==> config.mk <==
export PLATFORM = sky130hd
export DESIGN_NAME = handshake_fork_stage
export DESIGN_NICKNAME = d
export VERILOG_FILES = /design/src/rtl/handshake_fork_stage.sv
export SDC_FILE = /design/constraint.sdc
export NUM_CORES = 1
export LEC_CHECK = 0
export BUFFER_PORTS_ARGS = -buffer_cell sky130_fd_sc_hd__buf_2
export CAP_MARGIN = 40
export CELL_PAD_IN_SITES_DETAIL_PLACEMENT = 0
export CELL_PAD_IN_SITES_GLOBAL_PLACEMENT = 1
export CORE_MARGIN = 2
export CORE_UTILIZATION = 37
export DETAILED_ROUTE_END_ITERATION = 10
export GPL_ROUTABILITY_DRIVEN = 1
export PLACE_DENSITY = 0.79
export SYNTH_ARGS = -nofsm -noshare
export SYNTH_HDL_FRONTEND = slang
export SYNTH_SLANG_ARGS = --single-unit
==> constraint.sdc <==
create_clock -name CLK -period 1.75 [get_ports CLK]
set_input_delay 0.35 -clock CLK [delete_from_list [all_inputs] [get_ports CLK]]
set_output_delay 0.35 -clock CLK [all_outputs]
set_load 0.02 [all_outputs]
==> src/rtl/handshake_fork_stage.sv <==
// Ready/valid fork: 2-entry skid buffer feeding an eager N-way broadcast; a token retires once every lane has taken it.
// Optional retired-token counter on tok_count is enabled by defining HANDSHAKE_FORK_TOKCNT_EN.
module handshake_fork_stage #(
    parameter int WIDTH = 4,
    parameter int N     = 3,
    parameter int CNT_W = 16
) (
    input  logic             CLK,
    input  logic             ASYNCRESET,
    input  logic             in_valid,
    output logic             in_ready,
    input  logic [WIDTH-1:0] in_data,
    output logic [N-1:0]     out_valid,
    input  logic [N-1:0]     out_ready,
    output logic [WIDTH-1:0] out_data
`ifdef HANDSHAKE_FORK_TOKCNT_EN
    ,
    output logic [CNT_W-1:0] tok_count
`endif
);

    logic             head_valid;
    logic [WIDTH-1:0] head_data;
    logic             skid_valid;
    logic [WIDTH-1:0] skid_data;
    logic [N-1:0]     done;

    logic [N-1:0]     lane_xfer;
    logic             in_xfer;
    logic             retire;

    // in_ready depends only on skid occupancy (and reset), never on out_ready.
    assign in_ready  = !skid_valid && !ASYNCRESET;
    assign out_valid = {N{head_valid}} & ~done;
    assign out_data  = head_data;

    assign lane_xfer = out_valid & out_ready;
    assign in_xfer   = in_valid && in_ready;
    assign retire    = head_valid && ((done | lane_xfer) == {N{1'b1}});

    // NOTE: all state uses non-blocking assignments so every register samples pre-edge values.
    // NOTE: the data registers are reset as well, so out_data is a known 0 after reset.
    always_ff @(posedge CLK or posedge ASYNCRESET) begin
        if (ASYNCRESET) begin
            head_valid <= 1'b0;
            head_data  <= '0;
            skid_valid <= 1'b0;
            skid_data  <= '0;
            done       <= '0;
        end else if (retire) begin
            done <= '0;
            if (skid_valid) begin
                head_data  <= skid_data;
                skid_valid <= 1'b0;
            end else if (in_xfer) begin
                head_data  <= in_data;
            end else begin
                head_valid <= 1'b0;
            end
        end else begin
            done <= done | lane_xfer;
            if (in_xfer) begin
                if (!head_valid) begin
                    head_valid <= 1'b1;
                    head_data  <= in_data;
                end else begin
                    skid_valid <= 1'b1;
                    skid_data  <= in_data;
                end
            end
        end
    end

`ifdef HANDSHAKE_FORK_TOKCNT_EN
    always_ff @(posedge CLK or posedge ASYNCRESET) begin
        if (ASYNCRESET) begin
            tok_count <= '0;
        end else if (retire) begin
            tok_count <= tok_count + 1'b1;
        end
    end
`endif

endmodule
==> flow_summary.toml, run 1 <==
[synthesis]
ys_ff_latch = 13
syn-cell-area_sq_um = 641
yosysTopAreaCell = "dfrtp_1"
ys_seq_area_share_pct = 50.8
synth_cell_types = 19
syn_nets = 68
synth_cells = 57
synth_top_area_share_pct = 50.8
yosysWarnings = 0
syn_area_per_cell_sq_um = 11.2
yosys-top-cells-area = "dfrtp_1, mux2_2, a21oi_1, nand2_1, nor2_1"

[detailed_routing]
viasPerCell = 5.01
wl_microns = 1240
drcViolationCount = 0
ant_nets = 0
vias = 496
wl_per_cell_microns = 12.5
dr.pass1.iters = 2
drtIter0Drc = 5

[global_route]
grt_max_degree = 14
grt.total_usage_pct = 14.5
antenna_found_initial = 0
grt_pass1_vias = 503
grt_pass1_wl_microns = 2130
grt_overflow = 0

[setup_path]
worst-setup-path-type = "reg2reg"
startpoint_type = "flip-flop"
max_stage_delay_ns = 0.39
worstPathCellList = "o22ai_1 -> nor2_1 -> nand2_1 -> ha_1 -> a211o_1 -> mux2_2"
cp.depth = 6
path_buf_inv = 0
worstSetupEndpoint = "out_data[0]"
regToRegSetupSlack_ns = 0.11
reg2reg_to = "out_data[0]"
crit_path_end_kind = "flip-flop"
r2r.worst_path.cells = 6
path_max_fanout = 4
startpoint = "done[0]"
cpLargestDelayFamily = "compound AO/OA/AOI/OAI gates"
cp.arrival_ns = 1.80
crit_required_ns = 1.91
critPathSlowestCell = "dfrtp_1"
rr_startpoint = "done[0]"

[cells_and_area]
stdcell_count = 99
final_common_cell = "buf_2"
layout.nets = 94
diodes = 0
drive_gt1_share_pct = 48.8
multi_input_area_sq_um = 308
final_cell_mix = "buf_2, dfrtp_1, mux2_2"
area_growth_pct = 26.0
nFillCells = 166
regArea_sq_um = 325

[cts]
cts_resized = 0
ctsHoldBuffers = 0
cts_buffers = 3
cts.sinks = 13
clkTransAtPathRegs_ns = 0.08
cts_root_buf = "clkbuf_4"
htree_levels = 1
clockBufferDepth = 2
clk_latency_ns = 0.27
cts_tree = "built"
postCtsSetupRepairBufs = 0

[floorplan]
die_area_sq_um = 2080
start_util_pct = 38.4
fp-row-count = 15
coreArea_sq_um = 1670
pin_count = 18
die_w_microns = 45.6
die_h_microns = 45.6

[hold_path]
hold_class = "in2async"

[timing]
slew_headroom_pct = 83.0
period_share_pct = 93.7
final-setup-viol-count = 0
fmax_mhz = 610
timing.final.max_slew_violations = 0
fin_crit_ns = 1.64
finalHoldViolCount = 0
grt_setup_unrepaired = "false"
worst_pin_slew_ns = 0.254
finalClockSkew_ns = 0.00635
finalSetupTns_ns = 0
whs_ns = 0.0864

[placement]
place_congestion = 0.683
io_buffers = 17
dp.cells = 95
dp_hpwl_microns = 977

[run]
drv_cap = 0

[power_and_ir_drop]
power.density_nw_per_um2 = 1910
peakVddDrop_mv = 0.748
total_leakage_power_nw = 0.381
finalPower_mw = 1.54

[outcome]
status = "completed"
[worst min-delay path, delay by kind of cell]
family	cells	cell delay [ns]
buf+inv	3	0.37
[synth_stat cells]
cell	instances
dfrtp_1	13
mux2_2	12
a21oi_1	7
nand2_1	5
nor2_1	5
and2b_1	2
a211o_1	1
clkbuf_1	1
ha_1	1
inv_1	1
nand2b_1	1
nand4_1	1
nor2b_1	1
nor3_1	1
nor3_2	1
o21ai_0	1
o21ai_2	1
o22a_2	1
o22ai_1	1
[state kept, by name, summed over array words and instances (netlist names)]
signal,flops
head_valid,1
done,3
skid_data,4
out_data,4
skid_valid,1
[how the worst min path moves through the flow]
stage / endpoint / slack [ns] / depth (start not counted)
after floorplan: done[0] / 0.24 / 1
after global placement: head_valid / 0.38 / 3
after detailed placement: out_data[2] / 0.39 / 3
after CTS: skid_valid / 0.08 / 3
after global routing: skid_valid / 0.11 / 3
final: skid_valid / 0.09 / 3
[where the power goes]
part / internal [mW] / switching, mW
registers: 0.456 / 0.105
logic: 0.386 / 0.408
clock network: 0.0883 / 0.0952
total: 0.930 / 0.608
[metal layers]
metal  vias to the layer above  track usage (%)  part of all wire [%]
li1                        253                -                     -
met1                       226             19.7                    47
met2                        17             21.4                    48
met3                         0             4.76                   4.5
met4                         0             5.29                     0
met5                         -                0                     0
[per-stage QoR]
step | worst slack, ns | util, % | instance area [sq um]
floorplan | 0.0212 | - | 641
global placement | 0.0740 | 46.7 | 781
detailed placement | 0.0267 | 46.7 | 781
CTS | 0.115 | 48.3 | 807
global route | 0.00280 | 48.3 | 807
finish | 0.110 | 48.3 | 807
[cell families after synthesis]
| logic type | synth area share [%] |
|---|---|
| AND/OR/NAND/NOR | 13.5 |
| flip-flops | 50.8 |
| AO/OA/AOI/OAI | 11.5 |
| multiplexers | 21.1 |
| buffers and inverters | 1.17 |
| adder cells (fa/ha/maj) | 1.95 |
[final cells by class]
| cell class | instances | share of cell area, % |
|---|---|---|
| Tap cell | 17 | 2.64 |
| Clock buffer | 4 | 3.26 |
| Sequential cell | 13 | 40.3 |
| Inverter | 1 | 0.465 |
| Timing Repair Buffer | 22 | 15.2 |
| Multi-Input combinational cell | 42 | 38.1 |
Note: power is estimated with default switching activity, not from simulation.
==> run 2, diff against run 1 <==
Settings changed: CORE_MARGIN 2 to default, REMOVE_ABC_BUFFERS from default to 1.
==> run 2 against run 1 <==
  * The run now ends with design-rule violations left
  * Flip-flop and latch count is the same
  * Critical path depth is the same
  * Worst hold slack gained 0.017 ns
  * Cell count grew 2.0%
  * Cell area grew 4.2%
  * Sequential share of layout area shrank 1.6 points
  * Largest cell class unchanged
==> flow_summary.toml, run 2 (synthesis gave the netlist of run 1 again) <==
[outcome]
violations = "design-rule violations"
status = "finished, violations left"

[setup_path]
path_buf_inv = 2
critPathSlowestCell = "dfrtp_1"
max_stage_delay_ns = 0.40
crit_required_ns = 1.91
crit_path_end_kind = "flip-flop"
cpLargestDelayFamily = "multiplexers"
startpoint_type = "flip-flop"
worst-setup-path-type = "reg2reg"
path_max_fanout = 4
worstPathCellList = "o22ai_2 -> buf_4 -> nor3_2 -> buf_4 -> mux2_2 -> mux2_2"
cp.arrival_ns = 1.83

[detailed_routing]
drtIter0Drc = 3
dr.pass1.iters = 7
viasPerCell = 5.12
wl_microns = 1260
vias = 517
wl_per_cell_microns = 12.5
ant_nets = 0
drcViolationCount = 2

[timing]
final-setup-viol-count = 0
finalHoldViolCount = 0
slew_headroom_pct = 83.7
timing.final.max_slew_violations = 0
fmax_mhz = 599
grt_setup_unrepaired = "true"
worst_pin_slew_ns = 0.244
worst_slack_ns = 0.0795
period_share_pct = 95.5
finalClockSkew_ns = 0.00121
fin_crit_ns = 1.67

[cells_and_area]
drive_gt1_share_pct = 52.9
area_growth_pct = 31.3
diodes = 0
nFillCells = 138
layout.nets = 97
final_cell_mix = "buf_2, dfrtp_1, mux2_2"
final_common_cell = "buf_2"
fin_util_pct = 53.9

[run]
drv_cap = 0

[cts]
clockBufferDepth = 2
htree_levels = 1
cts_buffers = 3
clkTransAtPathRegs_ns = 0.08
clk_latency_ns = 0.26
ctsHoldBuffers = 0
cts.sinks = 13
cts_root_buf = "clkbuf_4"
cts_tree = "built"

[floorplan]
die_h_microns = 43.6
pin_count = 18
coreArea_sq_um = 1560
die_area_sq_um = 1900
fp-row-count = 14
die_w_microns = 43.6
start_util_pct = 41.1

[global_route]
antenna_found_initial = 0
grt_pass1_vias = 505
grt_pass1_wl_microns = 2130
grt.total_usage_pct = 15.4
grt_overflow = 0
grt_max_degree = 14

[power_and_ir_drop]
seq_power_share_pct = 35.6
power_frac_comb_pct = 53.1
power_frac_clock_pct = 11.3
swShare_pct = 39.0
power.density_nw_per_um2 = 1900
p_int_mw = 0.976
peakVddDrop_mv = 0.980
p_switching_mw = 0.624
finalPower_mw = 1.60
total_leakage_power_nw = 0.403

[placement]
place_congestion = 0.765
dp_hpwl_microns = 968
dp_slack_ns = 0.0453
io_buffers = 17

[hold_path]
hold_class = "in2async"
[run 2: changes by cell type in the layout (fill, tap and decap cells not counted), sizes merged]
cell  previous run  this run
buf             22        25
[run 2: what timing repair did]
item	in CTS	in global routing
resized for setup	0	3
setup endpoints to repair	0	4
setup buffers	0	3
[run 2: worst reg2reg max path, cell delays in order (launching register included)]
cell and delay (ns):
dfrtp_1 0.40, o22ai_2 0.10, buf_4 0.14, nor3_2 0.17
buf_4 0.16, mux2_2 0.34, mux2_2 0.26
[run 2: path summary, 6_finish.rpt]
path                             startpoint      endpoint  slack, ns  cells past startpoint
worst max-delay path                done[0]   out_data[0]       0.08                      6
worst min-delay path             ASYNCRESET    skid_valid       0.10                      3
worst max register to register      done[0]   out_data[0]       0.08                      6
worst min register to register  out_data[2]   out_data[2]       0.50                      1
max in group asynchronous        ASYNCRESET  skid_data[3]       1.49                      3
min in group CLK                 in_data[1]  skid_data[1]       0.33                      2
[run 2: metrics by stage]
stage / TNS, ns / std cells / cell area (sq um) / hold WS, ns
3_5_place_dp: 0 / 94 / 779 / 0.393
5_1_grt: -0.0130 / 101 / 841 / 0.115
6_report: 0 / 101 / 841 / 0.104
4_1_cts: 0 / 98 / 806 / 0.101
2_1_floorplan: 0 / 56 / 637 / 0.235
3_3_place_gp: 0 / 94 / 779 / 0.381
[run 2: power groups by stage]
| stage | Combinational, mW | Sequential (mW) | Clock (mW) |
|---|---|---|---|
| after floorplan | 0.474 | 0.626 | 0 |
| after global placement | 0.772 | 0.564 | 0 |
| after detailed placement | 0.787 | 0.574 | 0 |
| after CTS | 0.791 | 0.568 | 0.187 |
| after global routing | 0.941 | 0.596 | 0.203 |
| final | 0.850 | 0.569 | 0.181 |
[run 2: area by class of cell]
class / instances / area, sq um / area share, %
multi-input combinational: 42 / 320 / 38.1
timing repair buffer: 25 / 145 / 17.3
sequential: 13 / 325 / 38.7
inverter: 1 / 3.75 / 0.446
clock buffer: 4 / 26.3 / 3.13
tap: 16 / 20.0 / 2.38
[run 2: per-layer routing]
| metal | up-vias | global-route usage [%] | share of wire (%) |
|---|---|---|---|
| met1 | 248 | 19.5 | 45 |
| met3 | 2 | 2.50 | 4.3 |
| met5 | - | 0 | 0 |
| met2 | 10 | 25.4 | 50 |
| met4 | 0 | 7.50 | 0.71 |
| li1 | 257 | - | - |
